File: src/rtl/mem_port_arbiter.sv
`default_nettype none
// ============================================================================
// Module   : mem_port_arbiter
// Function : Two-port arbiter sharing one single-ported memory through a
//            req/ack handshake. Optional counters are compiled in with
//            ARB_PERF_EN.
// Revision : 1.0  initial release
// ============================================================================
module mem_port_arbiter #(
    parameter int ADDR_W = 32,
    parameter int DATA_W = 32,
    parameter int RR_EN  = 1
) (
    input  logic              clk,
    input  logic              rstn,
    input  logic              p0_valid,
    input  logic              p0_we,
    input  logic [ADDR_W-1:0] p0_addr,
    input  logic [DATA_W-1:0] p0_wdata,
    output logic              p0_done,
    input  logic              p1_valid,
    input  logic              p1_we,
    input  logic [ADDR_W-1:0] p1_addr,
    input  logic [DATA_W-1:0] p1_wdata,
    output logic              p1_done,
    output logic [DATA_W-1:0] rdata,
    output logic              mem_req,
    output logic              mem_we,
    output logic [ADDR_W-1:0] mem_addr,
    output logic [DATA_W-1:0] mem_wdata,
    input  logic [DATA_W-1:0] mem_rdata,
    input  logic              mem_ack,
    output logic              sel,
    output logic              busy
`ifdef ARB_PERF_EN
    ,
    output logic [31:0]       grant_cnt0,
    output logic [31:0]       grant_cnt1,
    output logic [31:0]       stall_cnt
`endif
);

    typedef enum logic [1:0] {
        S_IDLE = 2'd0,
        S_BUSY = 2'd1,
        S_DONE = 2'd2
    } state_t;

    state_t            r_state;
    logic              r_sel;
    logic              r_last_grant;
    logic              r_p0_done;
    logic              r_p1_done;
    logic [DATA_W-1:0] r_rdata;

    logic              w_any_valid;
    logic              w_grant;
    logic              w_in_busy;

    assign w_any_valid = p0_valid | p1_valid;
    // Contention: round-robin flips away from the last winner, otherwise port 0.
    assign w_grant = (p0_valid && p1_valid) ? ((RR_EN != 0) ? ~r_last_grant : 1'b0)
                                            : p1_valid;

    always_ff @(posedge clk or negedge rstn) begin
        if (!rstn) begin
            r_state      <= S_IDLE;
            r_sel        <= 1'b0;
            r_last_grant <= 1'b1;
            r_p0_done    <= 1'b0;
            r_p1_done    <= 1'b0;
            r_rdata      <= '0;
        end else begin
            r_p0_done <= 1'b0;
            r_p1_done <= 1'b0;
            case (r_state)
                S_IDLE: begin
                    if (w_any_valid) begin
                        r_sel        <= w_grant;
                        r_last_grant <= w_grant;
                        r_state      <= S_BUSY;
                    end
                end
                S_BUSY: begin
                    if (mem_ack) begin
                        r_rdata   <= mem_rdata;
                        r_p0_done <= ~r_sel;
                        r_p1_done <= r_sel;
                        r_state   <= S_DONE;
                    end
                end
                S_DONE:  r_state <= S_IDLE;
                default: r_state <= S_IDLE;
            endcase
        end
    end

    assign w_in_busy = (r_state == S_BUSY);
    assign mem_req   = w_in_busy;
    assign mem_we    = w_in_busy & (r_sel ? p1_we : p0_we);
    assign mem_addr  = r_sel ? p1_addr  : p0_addr;
    assign mem_wdata = r_sel ? p1_wdata : p0_wdata;
    assign sel       = r_sel;
    assign busy      = (r_state != S_IDLE);
    assign p0_done   = r_p0_done;
    assign p1_done   = r_p1_done;
    assign rdata     = r_rdata;

`ifdef ARB_PERF_EN
    logic [31:0] r_grant_cnt0;
    logic [31:0] r_grant_cnt1;
    logic [31:0] r_stall_cnt;
    logic        w_stall;

    // In IDLE nobody is being served yet; in BUSY only the unselected port waits.
    assign w_stall = ((r_state == S_IDLE) && w_any_valid) ||
                     (w_in_busy && (r_sel ? p0_valid : p1_valid));

    always_ff @(posedge clk or negedge rstn) begin
        if (!rstn) begin
            r_grant_cnt0 <= '0;
            r_grant_cnt1 <= '0;
            r_stall_cnt  <= '0;
        end else begin
            if ((r_state == S_IDLE) && w_any_valid) begin
                if (w_grant) r_grant_cnt1 <= r_grant_cnt1 + 32'd1;
                else         r_grant_cnt0 <= r_grant_cnt0 + 32'd1;
            end
            if (w_stall) r_stall_cnt <= r_stall_cnt + 32'd1;
        end
    end

    assign grant_cnt0 = r_grant_cnt0;
    assign grant_cnt1 = r_grant_cnt1;
    assign stall_cnt  = r_stall_cnt;
`else
    // Counters are not built in this configuration.
`endif

endmodule
`default_nettype wire
File: config.mk
export PLATFORM = sky130hd
export DESIGN_NAME = mem_port_arbiter
export DESIGN_NICKNAME = d
export VERILOG_FILES = /design/src/rtl/mem_port_arbiter.sv
export SDC_FILE = /design/constraint.sdc
export NUM_CORES = 1
export LEC_CHECK = 0
export BUFFER_PORTS_ARGS = -buffer_cell sky130_fd_sc_hd__buf_2
export CAP_MARGIN = 20
export CORE_AREA = 2 2 104 106
export CTS_CLUSTER_DIAMETER = 60
export CTS_CLUSTER_SIZE = 12
export DETAILED_ROUTE_END_ITERATION = 7
export DIE_AREA = 0 0 106 108
export GPL_TIMING_DRIVEN = 0
export PLACE_DENSITY_LB_ADDON = 0.05
export REMOVE_ABC_BUFFERS = 1
export SLEW_MARGIN = 5
export SYNTH_ARGS = -nofsm -noshare
export SYNTH_HDL_FRONTEND = slang
export SYNTH_SLANG_ARGS = --single-unit
File: constraint.sdc
create_clock -name clk -period 2.2 [get_ports clk]
set_input_delay 0.22 -clock clk [delete_from_list [all_inputs] [get_ports clk]]
set_output_delay 0.22 -clock clk [all_outputs]
set_load 0.02 [all_outputs]
==> metrics.md <==
| Metric | Value |
|---|---|
| Run status | `finished, final reports clean` |
| Iteration-0 DRC Markers | `63` |
| Area fraction in compound gates after synthesis | `1.07%` |
| Final Instance Count excl. Fillers | `564` |
| Die area | `0.0114 mm2` |
| Half-perimeter wire length after detailed placement | `7620 um` |
| Initial core utilization | `22.8%` |
| Cell count of the worst reg-to-reg path | `2` |
| Worst-case headroom to the max-slew limit | `43.2%` |
| # resized after CTS | `0` |
| Port Buffers | `268` |
| Post-Syn Area per Cell | `14.5 um2` |
| Wire length reported by the detailed router | `9390 um` |
| Portion of netlist area occupied by mux cells | `51.3%` |
| Critical path required time | `1980 ps` |
| Via count of the first global-routing pass | `2393` |
| Vias post-DR | `2344` |
| Simple-gate share of the synthesized area | `3.11%` |
| Maximum capacitance violations | `0` |
| Setup slack of the most critical reg-to-reg path | `510 ps` |
| Arithmetic-cell share of the synthesized area counting full adders, half adders and majority gates | `0%` |
| Number of rows in the core area | `37` |
| Pin count of the biggest net entering global routing | `70` |
| Die boundary height | `108 um` |
| Syn-to-layout area delta | `67.5%` |
| RSZ-0062 raised after global routing | `false` |
| 1st-pass router iterations | `3` |
| Vias per Instance | `4.16` |
| Yosys top cell area share | `39.7%` |
| Number of ports placed on the die boundary | `269` |
| Distinct cell type count after synthesis | `20` |
| Placed Instances | `554` |
| Share of total power in the clock network | `12.2%` |
| Worst setup EP type | `output pin` |
| Total Power Consumption | `5020 uW` |
| Sum of met2 wire segment lengths after detailed routing | `4580 um` |
| Fin Clk Skew | `8.57 ps` |
| Clock-pin slew of the registers on the worst-case setup and hold paths | `80 ps` |
| Number of pins exceeding their max-slew limit in the final report | `0` |
| Residual antenna-violating net count after detailed routing | `0` |
| Total number of H-tree levels | `2` |
| Post-synth design cell area | `0.00233 mm2` |
| Yosys reg bits | `38` |
| Sink count of the clock tree | `38` |
| Routability Congestion | `0.763` |
| Reg2Reg Capture Point | `rdata[15]` |
| Cell internal power dissipation | `2860 uW` |
| Wire length per cell | `16.6 um` |
| CTS tree | `done` |
| Worst hold margin | `37.2 ps` |
| Register area share after synthesis | `40.8%` |
| Type of the worst setup path | `flop to output pin` |
| Clock root buffer | `sky130_fd_sc_hd__clkbuf_8` |
| Sum of negative setup slack | `0 ps` |
| Gr ovfl total | `0` |
| Startpoint type of the worst setup path | `flop` |
| Chip Width | `106 um` |
| DRC violation count after routing | `0` |
| Core Area | `0.0102 mm2` |
| Path class of the lowest-slack min-delay path | `input pin to async pin` |
| Max VDD drop | `0.000440 V` |
| Yosys warning total | `0` |
| Initial antenna violation count | `5` |
| Layout net count | `593` |
| Met3 wire len | `896 um` |
| Number of cells produced by synthesis | `161` |
| Achievable Freq | `482 MHz` |
| Logic pwr share | `61.1%` |
| Global-route usage over all layers | `15.2%` |
| Biggest area consumer among synthesized cells | `sky130_fd_sc_hd__dfrtp_1` |
| Buffers from clock root to sink, at most | `2` |
| M1 wire length | `3800 um` |
| Least-Margin Pin Slew | `852 ps` |
| Final hold violations | `0` |
| CP Max Fanout | `36` |
| Dominant combinational cell family by area after synthesis | `multiplexers` |
| Share of total power in sequential cells | `26.7%` |
| Worst flop-to-flop path startpoint | `r_state[1]` |
| Final-layout fill cell count | `1051` |
| Net Sw Power | `2150 uW` |
| Highest metal layer with signal wires | `met5` |
| Setup-failing EPs final | `0` |
| Fraction of final layout cells sized beyond drive strength 1 | `88.1%` |
| Hold-fix buffers, CTS | `0` |
| PD cells | `1280 mW/mm2` |
| Leakage power of the design | `0.00216 uW` |
| Xor/xnor share of the synthesized area | `0%` |
| Final worst-path cycle share | `94.3%` |
| Wire length of the first global-routing pass | `13300 um` |
| Number of buffers created by CTS | `5` |
| Top cells by area in the synthesized netlist | `sky130_fd_sc_hd__dfrtp_1 (40%), sky130_fd_sc_hd__mux2_2 (33%), sky130_fd_sc_hd__mux2_4 (18%), sky130_fd_sc_hd__buf_6 (1.4%), sky130_fd_sc_hd__buf_2 (1.3%)` |
| Switching share of power | `42.9%` |
| Latest clock arrival within the worst-skew pair | `290 ps` |
| Min Tclk post-route | `2070 ps` |
| Arrival @ worst endpoint | `1850 ps` |
## per-layer routing
metal  GRT usage, %  vias to the layer above
met2           26.3                      134
met1           18.1                     1077
met3           6.39                       13
met4           2.35                        6
li1               -                     1114
met5              0                        -
## registers in the layout, summed over array words and instances (netlist names)
| register | flops |
|---|---|
| rdata | 32 |
| r_state | 2 |
| p0_done | 1 |
| p1_done | 1 |
| r_last_grant | 1 |
| sel | 1 |
## cells in the mapped netlist
cell type	number
sky130_fd_sc_hd__a211oi_1	1
sky130_fd_sc_hd__buf_6	3
sky130_fd_sc_hd__nand2_1	1
sky130_fd_sc_hd__nand3b_4	1
sky130_fd_sc_hd__dfstp_2	1
sky130_fd_sc_hd__mux2_2	68
sky130_fd_sc_hd__dfrtp_1	37
sky130_fd_sc_hd__inv_1	2
sky130_fd_sc_hd__nor2b_1	2
sky130_fd_sc_hd__or3b_2	1
sky130_fd_sc_hd__nor2_1	2
sky130_fd_sc_hd__nor4b_1	1
sky130_fd_sc_hd__mux2i_1	1
sky130_fd_sc_hd__a32o_1	1
sky130_fd_sc_hd__buf_2	6
sky130_fd_sc_hd__a21o_1	1
sky130_fd_sc_hd__mux2_4	28
sky130_fd_sc_hd__buf_4	2
sky130_fd_sc_hd__nor3_1	1
sky130_fd_sc_hd__and3_1	1
## worst max-delay path, stage by stage (launching register included)
cell and delay (ps):
sky130_fd_sc_hd__dfrtp_4 740, sky130_fd_sc_hd__buf_12 290, sky130_fd_sc_hd__mux2_2 360, sky130_fd_sc_hd__buf_2 160
## power groups by stage
stage	Clock, uW	Combinational, uW	Sequential [uW]
6_report	614	3070	1340
5_1_grt	678	3240	1400
4_1_cts	642	2960	1450
3_5_place_dp	0	2950	1440
3_3_place_gp	0	3030	1440
2_1_floorplan	0	1620	1750
## final cells by class
class | instances | area, um2 | share of cell area [%]
Antenna cell | 1 | 2.50 | 0.0640
Clock buffer | 7 | 86.3 | 2.21
Clock inverter | 1 | 30.0 | 0.768
Inverter | 2 | 7.51 | 0.192
Multi-Input combinational cell | 110 | 1290 | 33.1
Sequential cell | 38 | 956 | 24.5
Tap cell | 136 | 170 | 4.35
Timing Repair Buffer | 269 | 1360 | 34.8
## cell usage in the layout, fill, tap and decap left out, drive strengths merged
| cell type | n |
|---|---|
| bufinv | 1 |
| buf | 269 |
| a211oi | 1 |
| nor2b | 2 |
| nor3 | 1 |
| dfstp | 1 |
| diode | 1 |
| inv | 2 |
| nor4b | 1 |
| nand2 | 1 |
| clkbuf | 7 |
| nand3b | 1 |
| and3 | 1 |
| mux2 | 96 |
| or3b | 1 |
| mux2i | 1 |
| dfrtp | 37 |
| nor2 | 2 |
| a32o | 1 |
| a21o | 1 |
## through the flow
| step | util, % | setup slack [ps] | cell area, um2 |
|---|---|---|---|
| finish | 38.2 | 126 | 3910 |
| floorplan | - | -353 | 2250 |
| global route | 38.2 | 17.2 | 3910 |
| global placement | 36.8 | -890 | 3760 |
| detailed placement | 36.8 | 365 | 3770 |
| CTS | 38.0 | 32.8 | 3880 |
## cells by family after synthesis
family / after synthesis
multiplexers: 97
flip-flops: 38
buffers and inverters: 13
AND/OR/NAND/NOR: 10
AO/OA/AOI/OAI: 3
## repair_timing
item                                    CTS  global route
endpoints found under the setup margin    0            57
setup buffers                             0             1
endpoints found under the hold margin     0             0
## worst max path at each step
stage          startpoint             to  cells after the start
6_report              sel   mem_addr[19]                      3
5_1_grt               sel  mem_wdata[17]                      3
4_1_cts               sel   mem_wdata[6]                      2
3_5_place_dp          sel   mem_wdata[6]                      2
3_3_place_gp          sel   mem_wdata[6]                      2
2_1_floorplan         sel         mem_we                      2
No activity file was read; power rests on OpenSTA's default activity.
